===== src/rtl/u409_pkg.sv =====
// Shared types and PIO timing constants for the U409 ATA PIO sequencer.
// All counts are in CLK40 (40 MHz, 25 ns) cycles.
package u409_pkg;

  localparam int T1_PIO0       = 3;
  localparam int T2_PIO0       = 7;
  localparam int CYC_PIO0      = 24;
  localparam int T1_PIO4       = 1;
  localparam int T2_PIO4       = 3;
  localparam int CYC_PIO4      = 5;
  localparam int IORDY_TIMEOUT = 50;

  // Recovery fills the rest of the minimum cycle after SETUP, STROBE and the one HOLD cycle.
  localparam int REC_PIO0 = CYC_PIO0 - T1_PIO0 - T2_PIO0 - 1;
  localparam int REC_PIO4 = CYC_PIO4 - T1_PIO4 - T2_PIO4 - 1;

  localparam int CNT_W = $clog2(CYC_PIO0 + 1);
  localparam int TO_W  = $clog2(IORDY_TIMEOUT + 1);

  typedef logic [CNT_W-1:0] cnt_t;

  typedef enum logic [2:0] {
    IDLE,
    SETUP,
    STROBE,
    HOLD,
    RECOVER
  } state_t;

  typedef enum logic {
    PIO0 = 1'b0,
    PIO4 = 1'b1
  } mode_t;

endpackage


===== src/rtl/u409_ata_timing.sv =====
// Combinational lookup from PIO mode to setup, strobe and recovery cycle counts.
// Further PIO modes only need another entry here and a wider mode_t.
module u409_ata_timing
  import u409_pkg::*;
(
  input  mode_t mode,
  output cnt_t  t1,
  output cnt_t  t2,
  output cnt_t  rec
);

  // NOTE: every output gets a value on every path through always_comb, otherwise a latch is inferred.
  always_comb begin
    t1  = cnt_t'(T1_PIO0);
    t2  = cnt_t'(T2_PIO0);
    rec = cnt_t'(REC_PIO0);
    case (mode)
      PIO4: begin
        t1  = cnt_t'(T1_PIO4);
        t2  = cnt_t'(T2_PIO4);
        rec = cnt_t'(REC_PIO4);
      end
      default: ;
    endcase
  end

endmodule


===== src/rtl/u409_ata_pio_sequencer.sv =====
// ATA PIO cycle sequencer: turns a CPU transfer start into timed DIORn/DIOWn strobes.
// Optional IORDY wait-state handling is compiled in with the ATA_IORDY_EN macro.
module u409_ata_pio_sequencer
  import u409_pkg::*;
(
  input  logic CLK40,
  input  logic RESETn,
  input  logic TSn,
  input  logic RnW,
  input  logic ATA_SPACE,
  input  logic SEC_SEL,
  input  logic PPIO,
  input  logic SPIO,
  input  logic IORDY,
  output logic DIORn,
  output logic DIOWn,
  output logic ATA_TACK,
  output logic ATA_BUSY,
  output logic ATA_TIMEOUT
);

  state_t state;
  cnt_t   cnt;
  logic   rnw_q;
  mode_t  mode_q;
  logic   pend;
  logic   pend_rnw;
  mode_t  pend_mode;
  logic   dior_n;
  logic   diow_n;
  logic   tack;
  logic   busy;

  cnt_t   t1;
  cnt_t   t2;
  cnt_t   rec;

  logic   start;
  mode_t  start_mode;
  logic   stretching;
  logic   last_next;
  logic   leave;

  assign start      = !TSn && ATA_SPACE;
  assign start_mode = mode_t'(SEC_SEL ? SPIO : PPIO);

  // Timing always follows the mode latched for the cycle in flight.
  u409_ata_timing u_timing (
    .mode (mode_q),
    .t1   (t1),
    .t2   (t2),
    .rec  (rec)
  );

`ifdef ATA_IORDY_EN
  logic             iordy_m;
  logic             iordy_s;
  logic             stretch;
  logic [TO_W-1:0]  scnt;
  logic             timeout;

  always_ff @(posedge CLK40) begin
    if (!RESETn) begin
      iordy_m <= 1'b0;
      iordy_s <= 1'b0;
    end else begin
      iordy_m <= IORDY;
      iordy_s <= iordy_m;
    end
  end

  assign stretching  = stretch;
  assign ATA_TIMEOUT = timeout;
`else
  logic unused_iordy;
  assign unused_iordy = IORDY;
  assign stretching   = 1'b0;
  assign ATA_TIMEOUT  = 1'b0;
`endif

  // last_next: the coming edge enters the final STROBE cycle, where ATA_TACK is due.
  always_comb begin
    last_next = 1'b0;
    leave     = 1'b0;
    case (state)
      SETUP:   last_next = (cnt == t1 - cnt_t'(1)) && (t2 == cnt_t'(1));
      STROBE:  last_next = !tack && !stretching && (cnt + cnt_t'(1) == t2 - cnt_t'(1));
      HOLD:    leave     = (rec == '0);
      RECOVER: leave     = (cnt == rec - cnt_t'(1));
      default: ;
    endcase
  end

  // NOTE: sequential state uses non-blocking assignments so every flop samples pre-edge values.
  always_ff @(posedge CLK40) begin
    if (!RESETn) begin
      state     <= IDLE;
      cnt       <= '0;
      rnw_q     <= 1'b0;
      mode_q    <= PIO0;
      pend      <= 1'b0;
      pend_rnw  <= 1'b0;
      pend_mode <= PIO0;
      dior_n    <= 1'b1;
      diow_n    <= 1'b1;
      tack      <= 1'b0;
      busy      <= 1'b0;
`ifdef ATA_IORDY_EN
      stretch   <= 1'b0;
      scnt      <= '0;
      timeout   <= 1'b0;
`endif
    end else begin
      if (start && state != IDLE) begin
        pend      <= 1'b1;
        pend_rnw  <= RnW;
        pend_mode <= start_mode;
      end

      case (state)
        IDLE: begin
          if (start) begin
            state  <= SETUP;
            cnt    <= '0;
            busy   <= 1'b1;
            rnw_q  <= RnW;
            mode_q <= start_mode;
          end
        end

        SETUP: begin
          if (cnt == t1 - cnt_t'(1)) begin
            state  <= STROBE;
            cnt    <= '0;
            dior_n <= !rnw_q;
            diow_n <= rnw_q;
          end else begin
            cnt <= cnt + cnt_t'(1);
          end
        end

        STROBE: begin
          if (tack) begin
            state  <= HOLD;
            cnt    <= '0;
            dior_n <= 1'b1;
            diow_n <= 1'b1;
            tack   <= 1'b0;
`ifdef ATA_IORDY_EN
            timeout <= 1'b0;
`endif
          end
`ifdef ATA_IORDY_EN
          else if (stretch) begin
            if (iordy_s) begin
              tack    <= 1'b1;
              stretch <= 1'b0;
            end else if (scnt == TO_W'(IORDY_TIMEOUT)) begin
              tack    <= 1'b1;
              timeout <= 1'b1;
              stretch <= 1'b0;
            end else begin
              scnt <= scnt + TO_W'(1);
            end
          end
`endif
          else begin
            cnt <= cnt + cnt_t'(1);
          end
        end

        HOLD, RECOVER: begin
          if (leave) begin
            if (start || pend) begin
              state  <= SETUP;
              cnt    <= '0;
              rnw_q  <= start ? RnW : pend_rnw;
              mode_q <= start ? start_mode : pend_mode;
              pend   <= 1'b0;
            end else begin
              state <= IDLE;
              busy  <= 1'b0;
            end
          end else if (state == HOLD) begin
            state <= RECOVER;
            cnt   <= '0;
          end else begin
            cnt <= cnt + cnt_t'(1);
          end
        end

        default: state <= IDLE;
      endcase

      if (last_next) begin
`ifdef ATA_IORDY_EN
        tack    <= iordy_s;
        stretch <= !iordy_s;
        scnt    <= TO_W'(1);
`else
        tack    <= 1'b1;
`endif
      end
    end
  end

  assign DIORn    = dior_n;
  assign DIOWn    = diow_n;
  assign ATA_TACK = tack;
  assign ATA_BUSY = busy;

endmodule


===== config.mk =====
export PLATFORM = sky130hd
export DESIGN_NAME = u409_ata_pio_sequencer
export DESIGN_NICKNAME = d
export VERILOG_FILES = /design/src/rtl/u409_pkg.sv /design/src/rtl/u409_ata_timing.sv /design/src/rtl/u409_ata_pio_sequencer.sv
export SDC_FILE = /design/constraint.sdc
export NUM_CORES = 1
export LEC_CHECK = 0
export ABC_AREA = 1
export BUFFER_PORTS_ARGS = -buffer_cell sky130_fd_sc_hd__buf_2
export CAP_MARGIN = 15
export CORE_MARGIN = 5
export CORE_UTILIZATION = 59
export CTS_CLUSTER_SIZE = 8
export DETAILED_ROUTE_END_ITERATION = 8
export MAX_ROUTING_LAYER = met4
export PLACE_DENSITY = 0.82
export SYNTH_ARGS = -nofsm -noshare
export SYNTH_HDL_FRONTEND = slang
export SYNTH_SLANG_ARGS = --single-unit

===== constraint.sdc =====
create_clock -name CLK40 -period 3.8 [get_ports CLK40]
set_input_delay 0.76 -clock CLK40 [delete_from_list [all_inputs] [get_ports CLK40]]
set_output_delay 0.76 -clock CLK40 [all_outputs]
set_load 0.02 [all_outputs]

==> flow_summary.json <==
{
  "antenna-diode-count": 0,
  "endpoint_kind": "output pin",
  "max_freq_mhz": 631,
  "pin_count": 14,
  "cpPeakStageDelay_ns": 0.36,
  "grt_max_degree": 11,
  "max-vdd-ir-drop_v": 0.000362,
  "root_buffer": "clkbuf_4",
  "syn_inst": 149,
  "row_count": 14,
  "clk_path_buf_depth": 2,
  "placed_cells": 174,
  "worst_hold_slack_ns": 0.460,
  "numCtsBuffers": 3,
  "drc": 0,
  "vias": 941,
  "setup_tns_ns": 0,
  "ys_warn_count": 0,
  "initial_utilization_pct": 62.8,
  "syn_area_um2": 957,
  "drt_iter0_drc": 30,
  "required_ns": 3.04,
  "fill_cells": 146,
  "drt-total-wl_mm": 1.95,
  "yosysSeqAreaShare_pct": 35.6,
  "coreArea_um2": 1520,
  "setup_violations": 0,
  "antenna_found_initial": 0,
  "wl_met1_um": 909,
  "rsz0062_at_grt": "no",
  "clkSinkCount": 17,
  "hpwl_mm": 1.50,
  "hold_path.class": "flop to flop",
  "clock_latency_ns": 0.30,
  "critPathBufInv": 1,
  "post-route-period-util_pct": 41.7,
  "track_usage_pct": 17.6,
  "clk_pin_slew_ns": 0.10,
  "multi_input_area_um2": 529,
  "grt_pass1_vias": 860,
  "period_minus_slack_ns": 1.59,
  "htree_num_levels": 1,
  "tritoncts": "yes",
  "syn_nets": 160,
  "maxCapViolations": 0,
  "status": "finished clean",
  "antenna_left": 0,
  "cp_slowest_cell": "dfxtp_1",
  "ctsResizeCount": 0,
  "p_leak_uw": 0.000519,
  "syn2layout_area_growth_pct": 9.41,
  "die_h_um": 50.3,
  "place.gp.congestion": 0.833,
  "cp_cell_sequence": "buf_2",
  "viasPerCell": 5.29,
  "cts_setup_buffers": 0,
  "startpoint_type": "flop",
  "hold_viol": 0,
  "chipWidth_um": 50.3,
  "clock_skew_ns": 0.00237,
  "grt.overflow.total": 0,
  "drive_gt1_share_pct": 14.8,
  "hold_buffers": 0,
  "syn_avg_cell_area_um2": 6.42,
  "port_buffers": 11,
  "ys_ff_latch": 17,
  "seq_area_um2": 340,
  "routed-wl-met3_um": 69,
  "dr.max_layer_used": "met4",
  "synth_cell_types": 22,
  "p_per_area_nw_per_um2": 607,
  "crit_fanout": 3,
  "die-area_um2": 2530,
  "path_class": "flop to output pin",
  "final_cell_count_no_fill": 178,
  "nets": 174,
  "first_pass_iters": 4,
  "wl_per_cell_um": 10.9,
  "grt_pass1_wl_mm": 3.46,
  "wl_met2_um": 936,
  "cp_top_family": "flip-flops",
  "drv_slew": 0,
  "arrival_ns": 0.83
}
## sequential cells by signal (all words and copies together), names as in the netlist
signal     cells
pend           1
DIORn          1
ATA_BUSY       1
DIOWn          1
mode_q         1
cnt            5
pend_rnw       1
state          3
pend_mode      1
rnw_q          1
ATA_TACK       1
## Yosys cell counts
master | n | area [um2]
nor2_1 | 19 | 71.3
nand4_1 | 4 | 25.0
a211oi_1 | 1 | 7.51
o21ai_0 | 7 | 35.0
nand2_2 | 3 | 18.8
a21oi_1 | 11 | 55.1
xnor2_1 | 3 | 26.3
conb_1 | 1 | 3.75
xor2_1 | 1 | 8.76
clkinv_1 | 1 | 3.75
nand3_2 | 2 | 20.0
inv_1 | 16 | 60.1
inv_2 | 3 | 11.3
or2_4 | 1 | 8.76
nor3_1 | 1 | 5.00
buf_4 | 1 | 7.51
nand3_1 | 12 | 60.1
nand2_1 | 41 | 154
clkbuf_2 | 1 | 5.00
o21ai_1 | 1 | 5.00
ha_1 | 2 | 25.0
dfxtp_1 | 17 | 340
## cell usage in the layout, fill, tap and decap left out
cell type  count
a21oi_1       11
dfxtp_1       17
xnor2_1        3
nand4_1        4
xor2_1         1
inv_1         16
nand2_1       41
o21ai_1        1
nand3_2        2
nor3_1         1
a211oi_1       1
ha_1           2
clkinv_1       1
clkinv_2       1
nand3_1       12
buf_2         11
nor2_1        19
conb_1         1
o21ai_0        7
inv_2          3
nand2_2        3
or2_4          1
clkbuf_4       3
## worst register-to-register path: stages, from the launching register on
cell and delay (ns):
dfxtp_1 0.38, inv_2 0.12, nand3_1 0.17, nor2_1 0.23
nor2_1 0.09, nand2_1 0.17, nand2_1 0.08, a21oi_1 0.14
## per-stage QoR
stage,util (%),instance area (um2),power (uW),worst slack (ns)
after CTS,68.7,1050,638,2.21
after global routing,68.7,1050,693,2.17
after detailed placement,66.9,1020,538,1.98
final,68.7,1050,635,2.21
after global placement,66.9,1020,526,1.99
after floorplan,-,957,473,2.15
## cell families (layout without fill, tap and decap cells)
logic type / after synthesis / after routing / synth area share (%)
other cells: 1 / 1 / 0.392
fa+ha+maj: 2 / 2 / 2.61
simple gates: 83 / 83 / 37.9
flops: 17 / 17 / 35.6
xor+xnor: 4 / 4 / 3.66
buf+inv: 22 / 35 / 9.15
compound gates: 20 / 20 / 10.7
## layer usage
metal,vias up,track usage [%]
met2,13,31.0
met4,0,6.55
met1,420,19.2
met3,5,3.55
met5,-,-
li1,503,-
## final cells by class
class                      count  area share, %
multi-input combinational    110           50.5
sequential                    17           32.5
inverter                      20           7.17
timing repair buffer          11           5.26
clock buffer                   3           2.15
tap                           16           1.91
clock inverter                 1          0.478
## final timing paths
kind                            slack, ns  cells past startpoint             startpoint                    end
worst min-delay path                 0.46                      2  ATA_BUSY$_SDFFE_PN0P_  ATA_BUSY$_SDFFE_PN0P_
worst max-delay path                 2.21                      1  ATA_TACK$_SDFFE_PN0P_               ATA_TACK
worst max register to register       2.35                      7  state[2]$_SDFFE_PN0P_    cnt[4]$_SDFFE_PN0P_
worst min register to register       0.46                      2  ATA_BUSY$_SDFFE_PN0P_  ATA_BUSY$_SDFFE_PN0P_
## report_power, final
group / switching, uW / internal (uW)
Combinational: 181 / 95.8
Sequential: 40.8 / 218
Clock: 59.8 / 39.3
Total: 282 / 353
Note: power is estimated with default switching activity, not from simulation.
